## src/rtl/nibble_serial_addsub_ctrl_pkg.sv

```systemverilog
// Shared definitions for the nibble-serial add/sub sequencer: FSM state
// encodings, default geometry and the add/sub operation encoding.
package nibble_serial_addsub_ctrl_pkg;

  typedef enum logic [1:0] {
    ST_IDLE = 2'd0,
    ST_RUN  = 2'd1,
    ST_DONE = 2'd2
  } state_t;

  localparam int DEF_N     = 4;
  localparam int DEF_WORDS = 4;

  localparam logic OP_ADD = 1'b0;
  localparam logic OP_SUB = 1'b1;

  // Nibble index width: clog2(words), but never narrower than one bit so a
  // single-nibble build still has a legal counter.
  function automatic int idx_width(input int words);
    return (words > 1) ? $clog2(words) : 1;
  endfunction

endpackage

```

## src/rtl/nibble_serial_addsub_ctrl_if.sv

```systemverilog
// Handshake and operand/result bus between the CPU control unit (master)
// and the nibble-serial add/sub sequencer (slave).
// Optional macro ADDSUB_ZERO_FLAG_EN adds the Zero result flag.
interface nibble_serial_addsub_ctrl_if #(
  parameter int N     = 4,
  parameter int WORDS = 4
);
  localparam int W = N * WORDS;

  logic         start;
  logic         sub;
  logic [W-1:0] A;
  logic [W-1:0] B;
  logic         busy;
  logic         done;
  logic [W-1:0] Result;
  logic         Cout;
  logic         Overflow;
`ifdef ADDSUB_ZERO_FLAG_EN
  logic         Zero;

  modport master (
    output start, sub, A, B,
    input  busy, done, Result, Cout, Overflow, Zero
  );

  modport slave (
    input  start, sub, A, B,
    output busy, done, Result, Cout, Overflow, Zero
  );
`else
  modport master (
    output start, sub, A, B,
    input  busy, done, Result, Cout, Overflow
  );

  modport slave (
    input  start, sub, A, B,
    output busy, done, Result, Cout, Overflow
  );
`endif

endinterface

```

## src/rtl/nibble_serial_addsub_ctrl_slice.sv

```systemverilog
// N-bit ripple-carry adder slice. Pure addition with an explicit carry in;
// operand inversion for subtraction is the caller's job. Also exposes the
// carry into the MSB so the caller can form signed overflow.
module nibble_addsub_slice
  import nibble_serial_addsub_ctrl_pkg::*;
#(
  parameter int N = DEF_N
) (
  input  logic [N-1:0] a,
  input  logic [N-1:0] b,
  input  logic         cin,
  output logic [N-1:0] sum,
  output logic         cout,
  output logic         c_msb_in
);

  // Ripple the carry bit by bit, capturing the carry entering the top bit.
  always_comb begin
    logic cy;
    cy       = cin;
    sum      = '0;
    c_msb_in = 1'b0;
    for (int i = 0; i < N; i++) begin
      if (i == N - 1) c_msb_in = cy;
      sum[i] = a[i] ^ b[i] ^ cy;
      cy     = (a[i] & b[i]) | (cy & (a[i] ^ b[i]));
    end
    cout = cy;
  end

endmodule

```

## src/rtl/nibble_serial_addsub_ctrl.sv

```systemverilog
// Nibble-serial wide add/subtract sequencer. Operands are latched on an
// accepted start, then one N-bit nibble per clock (LSB first) goes through
// a single add/sub slice with the carry held in a register between nibbles.
// Handshake: start (sampled in IDLE only), busy (RUN and DONE), done pulse.
// Optional macro ADDSUB_ZERO_FLAG_EN adds a Zero flag on the final result.
module nibble_serial_addsub_ctrl
  import nibble_serial_addsub_ctrl_pkg::*;
#(
  parameter int N     = DEF_N,
  parameter int WORDS = DEF_WORDS
) (
  input logic                        Clock,
  input logic                        Resetn,
  nibble_serial_addsub_ctrl_if.slave bus
);

  localparam int W     = N * WORDS;
  localparam int IDX_W = idx_width(WORDS);

  state_t state, next_state;

  logic [W-1:0]     a_lat, b_lat;
  logic             sub_lat;
  logic             carry_q;
  logic [IDX_W-1:0] idx;
  logic [W-1:0]     result_q, result_next;
  logic             cout_q, ovf_q;
  logic             busy, done;
  logic             last;

  logic [N-1:0]     a_nib, b_nib, sum;
  logic             slice_cout, c_msb_in;

`ifdef ADDSUB_ZERO_FLAG_EN
  logic             zero_q;
`endif

  // Select the current nibble, apply the subtract inversion to B, and form
  // the result as it will look once this nibble is written.
  always_comb begin
    a_nib       = a_lat[idx*N +: N];
    b_nib       = b_lat[idx*N +: N] ^ {N{sub_lat}};
    last        = (idx == IDX_W'(WORDS - 1));
    result_next = result_q;
    result_next[idx*N +: N] = sum;
  end

  nibble_addsub_slice #(.N(N)) u_slice (
    .a        (a_nib),
    .b        (b_nib),
    .cin      (carry_q),
    .sum      (sum),
    .cout     (slice_cout),
    .c_msb_in (c_msb_in)
  );

  // State register; reset aborts any operation in flight.
  always_ff @(posedge Clock or negedge Resetn) begin
    if (!Resetn) state <= ST_IDLE;
    else         state <= next_state;
  end

  // Next-state and handshake outputs. DONE always returns to IDLE, so a
  // start seen while in DONE is dropped rather than queued.
  always_comb begin
    next_state = state;
    busy       = 1'b0;
    done       = 1'b0;
    case (state)
      ST_IDLE: if (bus.start) next_state = ST_RUN;
      ST_RUN: begin
        busy = 1'b1;
        if (last) next_state = ST_DONE;
      end
      ST_DONE: begin
        busy       = 1'b1;
        done       = 1'b1;
        next_state = ST_IDLE;
      end
      default: next_state = ST_IDLE;
    endcase
  end

  // Operand latch, carry chain register, nibble index and result/flag update.
  always_ff @(posedge Clock or negedge Resetn) begin
    if (!Resetn) begin
      a_lat    <= '0;
      b_lat    <= '0;
      sub_lat  <= OP_ADD;
      carry_q  <= 1'b0;
      idx      <= '0;
      result_q <= '0;
      cout_q   <= 1'b0;
      ovf_q    <= 1'b0;
`ifdef ADDSUB_ZERO_FLAG_EN
      zero_q   <= 1'b0;
`endif
    end else begin
      case (state)
        ST_IDLE: begin
          if (bus.start) begin
            a_lat   <= bus.A;
            b_lat   <= bus.B;
            sub_lat <= bus.sub;
            // Subtraction is A + ~B + 1: the +1 enters as the first carry.
            carry_q <= (bus.sub == OP_SUB);
            idx     <= '0;
          end
        end
        ST_RUN: begin
          result_q <= result_next;
          carry_q  <= slice_cout;
          if (last) begin
            idx    <= '0;
            cout_q <= slice_cout;
            ovf_q  <= c_msb_in ^ slice_cout;
`ifdef ADDSUB_ZERO_FLAG_EN
            zero_q <= (result_next == '0);
`endif
          end else begin
            idx <= idx + 1'b1;
          end
        end
        default: ;
      endcase
    end
  end

  assign bus.busy     = busy;
  assign bus.done     = done;
  assign bus.Result   = result_q;
  assign bus.Cout     = cout_q;
  assign bus.Overflow = ovf_q;
`ifdef ADDSUB_ZERO_FLAG_EN
  assign bus.Zero     = zero_q;
`endif

endmodule

```

## src/flat_wrapper.sv

```systemverilog
// flat-port wrapper written by rule: the top's interface ports become plain ports
module nibble_serial_addsub_ctrl_flat import nibble_serial_addsub_ctrl_pkg::*;
#(
  parameter int N     = DEF_N,
  parameter int WORDS = DEF_WORDS
)
  (Clock, Resetn, bus_start, bus_sub, bus_A, bus_B, bus_busy, bus_done, bus_Result, bus_Cout, bus_Overflow);
  nibble_serial_addsub_ctrl_if #(.N(N), .WORDS(WORDS)) bus_i ();
  input logic Clock;
  input logic Resetn;
  input wire logic [$bits(bus_i.start)-1:0] bus_start;
  input wire logic [$bits(bus_i.sub)-1:0] bus_sub;
  input wire logic [$bits(bus_i.A)-1:0] bus_A;
  input wire logic [$bits(bus_i.B)-1:0] bus_B;
  output wire logic [$bits(bus_i.busy)-1:0] bus_busy;
  output wire logic [$bits(bus_i.done)-1:0] bus_done;
  output wire logic [$bits(bus_i.Result)-1:0] bus_Result;
  output wire logic [$bits(bus_i.Cout)-1:0] bus_Cout;
  output wire logic [$bits(bus_i.Overflow)-1:0] bus_Overflow;
  assign bus_i.start = bus_start;
  assign bus_i.sub = bus_sub;
  assign bus_i.A = bus_A;
  assign bus_i.B = bus_B;
  assign bus_busy = bus_i.busy;
  assign bus_done = bus_i.done;
  assign bus_Result = bus_i.Result;
  assign bus_Cout = bus_i.Cout;
  assign bus_Overflow = bus_i.Overflow;
  nibble_serial_addsub_ctrl #(.N(N), .WORDS(WORDS)) u_core (.Clock(Clock), .Resetn(Resetn), .bus(bus_i));
endmodule
```

## config.mk

```make
export PLATFORM = sky130hd
export DESIGN_NAME = nibble_serial_addsub_ctrl_flat
export DESIGN_NICKNAME = d
export VERILOG_FILES = /design/src/rtl/nibble_serial_addsub_ctrl_pkg.sv /design/src/rtl/nibble_serial_addsub_ctrl_if.sv /design/src/rtl/nibble_serial_addsub_ctrl_slice.sv /design/src/rtl/nibble_serial_addsub_ctrl.sv /design/src/flat_wrapper.sv
export SDC_FILE = /design/constraint.sdc
export NUM_CORES = 1
export LEC_CHECK = 0
export CORE_MARGIN = 2
export CORE_UTILIZATION = 30
export CTS_CLUSTER_SIZE = 14
export DETAILED_ROUTE_END_ITERATION = 10
export SLEW_MARGIN = 20
export SYNTH_ARGS = -nofsm -noshare
export SYNTH_HDL_FRONTEND = slang
export SYNTH_SLANG_ARGS = --single-unit
```

## constraint.sdc

```tcl
create_clock -name Clock -period 8.1 [get_ports Clock]
set_input_delay 1.62 -clock Clock [delete_from_list [all_inputs] [get_ports Clock]]
set_output_delay 1.62 -clock Clock [all_outputs]
set_load 0.03 [all_outputs]
```

==> reports/qor.yml, run 1 <==
core-area_um2: 8590
ir_worst_vdd_mv: 0.203
via_per_inst: 4.59
syn_to_final_growth_pct: 28.2
worstMarginPinSlew_ns: 0.814
postCtsSetupBuffers: 0
dieArea_um2: 9450
drive_above_1_share_pct: 20.2
fin_util_pct: 38.9
cts_resized: 0
cts_hold_buf: 0
rows: 34
critical_path_class: "register to register"
start_util_pct: 30.3
ys_types: 27
worstPathArrival_ns: 3.86
clk_pin_slew_ns: 0.09
pwr-share-clk_pct: 12.7
grt_pass1_vias: 1747
cts_made_buffers: 5
placed_area_um2: 3240
combPwrFrac_pct: 52.7
drc_errors: 0
syn_avg_cell_area_um2: 13.3
synthCells: 196
grt_first_pass_wirelength_um: 8710
hp-class: "register to register"
yosysSeqAreaShare_pct: 53.7
finalSetupViolCount: 0
gp_congestion: 0.719
grt_overflow_total: 0
syn_area_um2: 2610
final_antenna_net_count: 0
path_cells: "mux4_2 -> xor2_1 -> fa_1 -> inv_1 -> fa_1 -> fa_1 -> fa_1 -> a31oi_1 -> a21boi_0"
htreeDepth: 2
clock_skew_ns: 0.00741
drv_slew: 0
first_pass_iters: 4
period_share_pct: 45.0
synth_nets: 245
vias: 1653
antenna_found_initial: 0
rsz0062_at_grt: "no"
p_per_area_nw_per_um2: 425
worstSkewPairLatency_ns: 0.31
fillerInstances: 842
p_seq_share_pct: 34.7
clock_sinks: 56
end_kind: "register"
cts_root_buffer: "clkbuf_8"
die_width_um: 97.2
fin_area_um2: 3340
fin_tns_setup_ns: 0
p_int_w: 0.000857
startpoint_type: "register"
cp_max_fo: 17
routed_wirelength_um: 5090
fin_nets: 300
period_needed_ns: 3.65
numPortBuffers: 55
drv_cap: 0
cpMostUsedCell: "fa_1"
ys_ff_latch: 56
cts_tree: "done"
dp_hpwl_um: 3750
grt.total_usage_pct: 11.5
switching_share_pct: 39.7
routedWlPerCell_um: 14.1
cpPeakStageDelay_ns: 0.88
holdWs_ns: 0.485
dp_slack_ns: 4.43
antenna_cells: 0
dieHeight_um: 97.2
yosys_warnings: 0
ctsLongestPathBuffers: 2
switchingPower_w: 0.000565
cp_slowest_cell: "dfrtp_1"
p_leak_nw: 1.39
grt_start_max_net_pins: 57
fmax_mhz: 274
slew_headroom_pct: 45.7
finalWorstSetupSlack_ns: 4.45
status: "finished clean"
worstPathRequired_ns: 8.32
dr.first_iter.drc_count: 73
num_io_pins: 56
hold_viol_final: 0
-- final cells by class --
cell class                 instances  area, µm²  area share [%]
clock buffer                       6       72.6            2.17
clock inverter                     2       35.0            1.05
tap                              108        135            4.04
inverter                          11       41.3            1.24
sequential                        56       1400            41.9
timing repair buffer              56        553            16.5
multi-input combinational        121       1100            33.0
-- Yosys cell counts --
library cell	number	share of area, %
a21oi_1	4	0.77
nand2b_1	2	0.48
nand4b_1	1	0.34
nor2b_1	1	0.24
nor2_1	2	0.29
buf_6	1	0.43
xor2_1	1	0.34
fa_1	4	3.1
a31oi_1	1	0.24
nand2_2	1	0.24
ha_1	9	4.3
mux2_2	33	14
nand4_1	2	0.48
buf_12	1	0.77
dfrtp_1	56	54
buf_2	5	0.96
o31ai_1	4	1.2
o21ai_0	15	2.9
nand2_1	24	3.5
o22ai_1	1	0.24
a32o_1	2	0.77
nor3b_1	1	0.29
mux4_2	8	6.9
inv_1	11	1.6
a21boi_0	1	0.29
xnor2_1	4	1.3
buf_1	1	0.14
-- registers in the layout (all words and copies together), names as in the netlist --
register and count:
u_core.a_lat 16, u_core.state 2, u_core.bus.Result 16, u_core.sub_lat 1, u_core.b_lat 16, u_core.bus.Overflow 1, u_core.carry_q 1, u_core.idx 2
u_core.bus.Cout 1
-- routing by layer --
layer | part of all wire (%) | up-vias | GRT usage (%)
li1 | - | 793 | -
met1 | 45 | 816 | 15.1
met2 | 49 | 39 | 18.8
met3 | 4.7 | 5 | 2.95
met4 | 1.1 | 0 | 3.53
met5 | 0 | - | 0
-- worst paths after layout --
check / endpoint / cells after the start / from / slack (ns)
worst max-delay path: u_core.carry_q / 9 / u_core.idx[0] / 4.45
worst min-delay path: u_core.bus.Result[4] / 2 / u_core.bus.Result[4] / 0.49
worst max register to register: u_core.carry_q / 9 / u_core.idx[0] / 4.45
worst min register to register: u_core.bus.Result[4] / 2 / u_core.bus.Result[4] / 0.49
max in group asynchronous: u_core.b_lat[13] / 2 / Resetn / 6.20
min in group asynchronous: u_core.bus.Result[1] / 2 / Resetn / 1.44
-- worst max-delay path, delay by kind of cell, from the launching register on --
kind            cells  cell delay, ns
buf+inv             1            0.05
flops               1            0.88
fa+ha+maj           4            1.43
compound gates      2            0.43
xor+xnor            1            0.17
mux                 1            0.60
-- cells in the final DEF (no fill, tap or decap) --
cell type,instances
dfrtp_1,56
clkdlybuf4s50_1,54
mux2_2,33
nand2_1,24
o21ai_0,15
inv_1,11
ha_1,9
mux4_2,8
clkbuf_8,5
xnor2_1,4
o31ai_1,4
a21oi_1,4
fa_1,4
nor2_1,2
nand2b_1,2
a32o_1,2
nand4_1,2
xor2_1,1
nand2_2,1
o22ai_1,1
nor3b_1,1
a31oi_1,1
a21boi_0,1
nor2b_1,1
nand4b_1,1
clkbuf_1,1
bufinv_16,1
clkinv_2,1
buf_2,1
buf_4,1
-- per-stage QoR --
step,total power [W],instances
final,0.00142,360
after global routing,0.00155,360
after CTS,0.00145,360
after detailed placement,0.00127,352
after global placement,0.00124,352
after floorplan,0.00103,196
-- cell families after synthesis --
family	after synthesis	synth area share, %
simple gates	34	5.81
xor+xnor	5	1.68
mux	41	21.2
compound gates	28	6.33
buf+inv	19	3.89
flops	56	53.7
fa+ha+maj	13	7.39
-- power groups by stage --
| stage | combinational (W) | sequential (W) | clock, W |
|---|---|---|---|
| floorplan | 0.000527 | 0.000508 | 0 |
| global placement | 0.000748 | 0.000497 | 0 |
| detailed placement | 0.000764 | 0.000502 | 0 |
| CTS | 0.000765 | 0.000495 | 0.000186 |
| global route | 0.000838 | 0.000512 | 0.000197 |
| finish | 0.000749 | 0.000493 | 0.000180 |
Power figures use the tool's default switching activity.
==> inputs of run 2 (changes only) <==
==> constraint.sdc (replaced) <==
create_clock -name Clock -period 3.5 [get_ports Clock]
set_input_delay 0.7 -clock Clock [delete_from_list [all_inputs] [get_ports Clock]]
set_output_delay 0.7 -clock Clock [all_outputs]
set_load 0.03 [all_outputs]
==> run 2 against run 1 <==
Compared with the run above:
- largest cell class unchanged
- setup slack got worse by 4.0 ns
- first-iteration DRC count decreased by 16%
- maximum frequency up 18%
- routed wire length increased by 1.4%
- sequential share of layout area about the same
- worst hold slack lost 0.074 ns
- flip-flop and latch count did not move
- utilization barely moved
- die area is the same
==> reports/qor.yml, run 2 (synthesis results as in run 1) <==
status: "finished clean"
gp_congestion: 0.769  # +6.9%
combPwrFrac_pct: 54.5  # +1.8 points
critical_path_class: "register to register"
via_per_inst: 4.61  # +0.41%
switchingPower_w: 0.00131  # +130%
finalWorstSetupSlack_ns: 0.409  # -4.05 ns
syn_to_final_growth_pct: 28.3  # about the same
fin_nets: 302  # +0.67%
hp-class: "input port to async pin"
fmax_mhz: 324  # +18%
ir_worst_vdd_mv: 0.391  # +93%
numPortBuffers: 55  # unchanged
rows: 34  # unchanged
cts_made_buffers: 5  # unchanged
final_cell_mix: "dfrtp_1 (56), clkdlybuf4s50_1 (54), mux2_2 (33)"
worstPathArrival_ns: 3.31  # -0.55 ns
die_width_um: 97.2  # unchanged
clock_sinks: 56  # unchanged
grt.total_usage_pct: 11.6  # +0.12 points
clk_pin_slew_ns: 0.10  # about the same
routedWlPerCell_um: 14.3  # +0.84%
cpMostUsedCell: "fa_1"
cp_slowest_cell: "mux4_2"
worstPathRequired_ns: 3.72  # -4.60 ns
p_seq_share_pct: 34.1  # -0.6 points
first_pass_iters: 4  # unchanged
r2r-end: "u_core.carry_q"
fin_tns_setup_ns: 0  # unchanged
slew_headroom_pct: 48.3  # +2.6 points
drc_errors: 0  # unchanged
crit_path_start: "u_core.idx[0]"
cpPeakStageDelay_ns: 0.54  # -0.34 ns
cts_tree: "done"
cts_root_buffer: "clkbuf_8"
num_io_pins: 56  # unchanged
antenna_cells: 0  # unchanged
drive_above_1_share_pct: 20.9  # +0.63 points
worstMarginPinSlew_ns: 0.773  # -0.0410 ns
dieHeight_um: 97.2  # unchanged
finalSetupViolCount: 0  # unchanged
final_antenna_net_count: 0  # unchanged
grt_pass1_vias: 1774  # +1.5%
dieArea_um2: 9450  # unchanged
grt_overflow_total: 0  # unchanged
clock_skew_ns: 0.0110  # +0.00363 ns
drv_cap: 0  # unchanged
r2r_cells: 8  # -1
cts_hold_buf: 0  # unchanged
p_per_area_nw_per_um2: 973  # +130%
core-area_um2: 8590  # unchanged
htreeDepth: 2  # unchanged
switching_share_pct: 40.3  # +0.55 points
postCtsSetupBuffers: 0  # unchanged
antenna_found_initial: 0  # unchanged
path_cells: "buf_4 -> mux4_2 -> xnor2_1 -> fa_1 -> fa_1 -> fa_1 -> a31oi_1 -> a21boi_0"
r2r-start: "u_core.idx[0]"
vias: 1669  # +0.97%
period_share_pct: 88.3  # +43 points
pwr-share-clk_pct: 11.3  # -1.4 points
cp_max_fo: 16  # -1
layout_commonest_cell: "dfrtp_1"
grt_first_pass_wirelength_um: 8780  # +0.87%
worstSkewPairLatency_ns: 0.31  # about the same
rsz0062_at_grt: "no"
grt_start_max_net_pins: 35  # -39%
rrSetupSlack_ns: 0.41  # -4.05 ns
period_needed_ns: 3.09  # -0.554 ns
hold_viol_final: 0  # unchanged
dp_slack_ns: 0.436  # -3.99 ns
start_util_pct: 30.3  # unchanged
p_int_w: 0.00194  # +130%
end_kind: "register"
cts_resized: 0  # unchanged
drv_slew: 0  # unchanged
startpoint_type: "register"
ctsLongestPathBuffers: 2  # unchanged
routed_wirelength_um: 5160  # +1.4%
dr.first_iter.drc_count: 61  # -16%
p_leak_nw: 1.39  # about the same
run 2: through the flow:
stage                     hold WS, ns  area, µm²  utilization (%)  total power (W)  std cells
after floorplan                 0.404       2610                -          0.00239        196
after global routing            0.456       3340             38.9          0.00355        362
after global placement          0.464       3250             37.8          0.00291        354
after detailed placement        0.470       3250             37.8          0.00294        354
final                           0.411       3340             38.9          0.00326        362
after CTS                       0.424       3340             38.9          0.00331        362
run 2: per-layer routing:
layer	track usage (%)	routed length [µm]
met5	0	0
met4	3.42	32
met3	2.95	233
met2	19.2	2530
met1	15.1	2360
run 2: power by group through the flow:
stage               registers (W)  clock network [W]  logic (W)
floorplan                 0.00118                  0    0.00122
global placement          0.00112                  0    0.00178
detailed placement        0.00113                  0    0.00181
CTS                       0.00112           0.000381    0.00181
global route              0.00115           0.000404    0.00200
finish                    0.00111           0.000369    0.00178
run 2: worst max-delay path by stage:
| stage | slack (ns) | end | cells after the start |
|---|---|---|---|
| 2_1_floorplan | 0.49 | u_core.carry_q | 10 |
| 3_3_place_gp | 0.49 | u_core.carry_q | 8 |
| 3_5_place_dp | 0.44 | u_core.carry_q | 8 |
| 4_1_cts | 0.38 | u_core.carry_q | 8 |
| 5_1_grt | 0.18 | u_core.carry_q | 8 |
| 6_report | 0.41 | u_core.carry_q | 8 |
run 2: cell type report:
type                            instances  area (µm²)
Inverter                               11        41.3
Clock inverter                          1        7.51
Clock buffer                            7        86.3
Fill cell                             863        5250
Tap cell                              108         135
Timing Repair Buffer                   58         568
Multi-Input combinational cell        121        1100
Sequential cell                        56        1400
run 2: worst max-delay path: cells and delay by family, from the launching register on:
kind | cells | cell delay (ns)
AO/OA/AOI/OAI | 2 | 0.36
multiplexers | 1 | 0.54
buffers and inverters | 1 | 0.26
flip-flops | 1 | 0.38
XOR/XNOR | 1 | 0.16
adder cells (fa/ha/maj) | 3 | 1.31
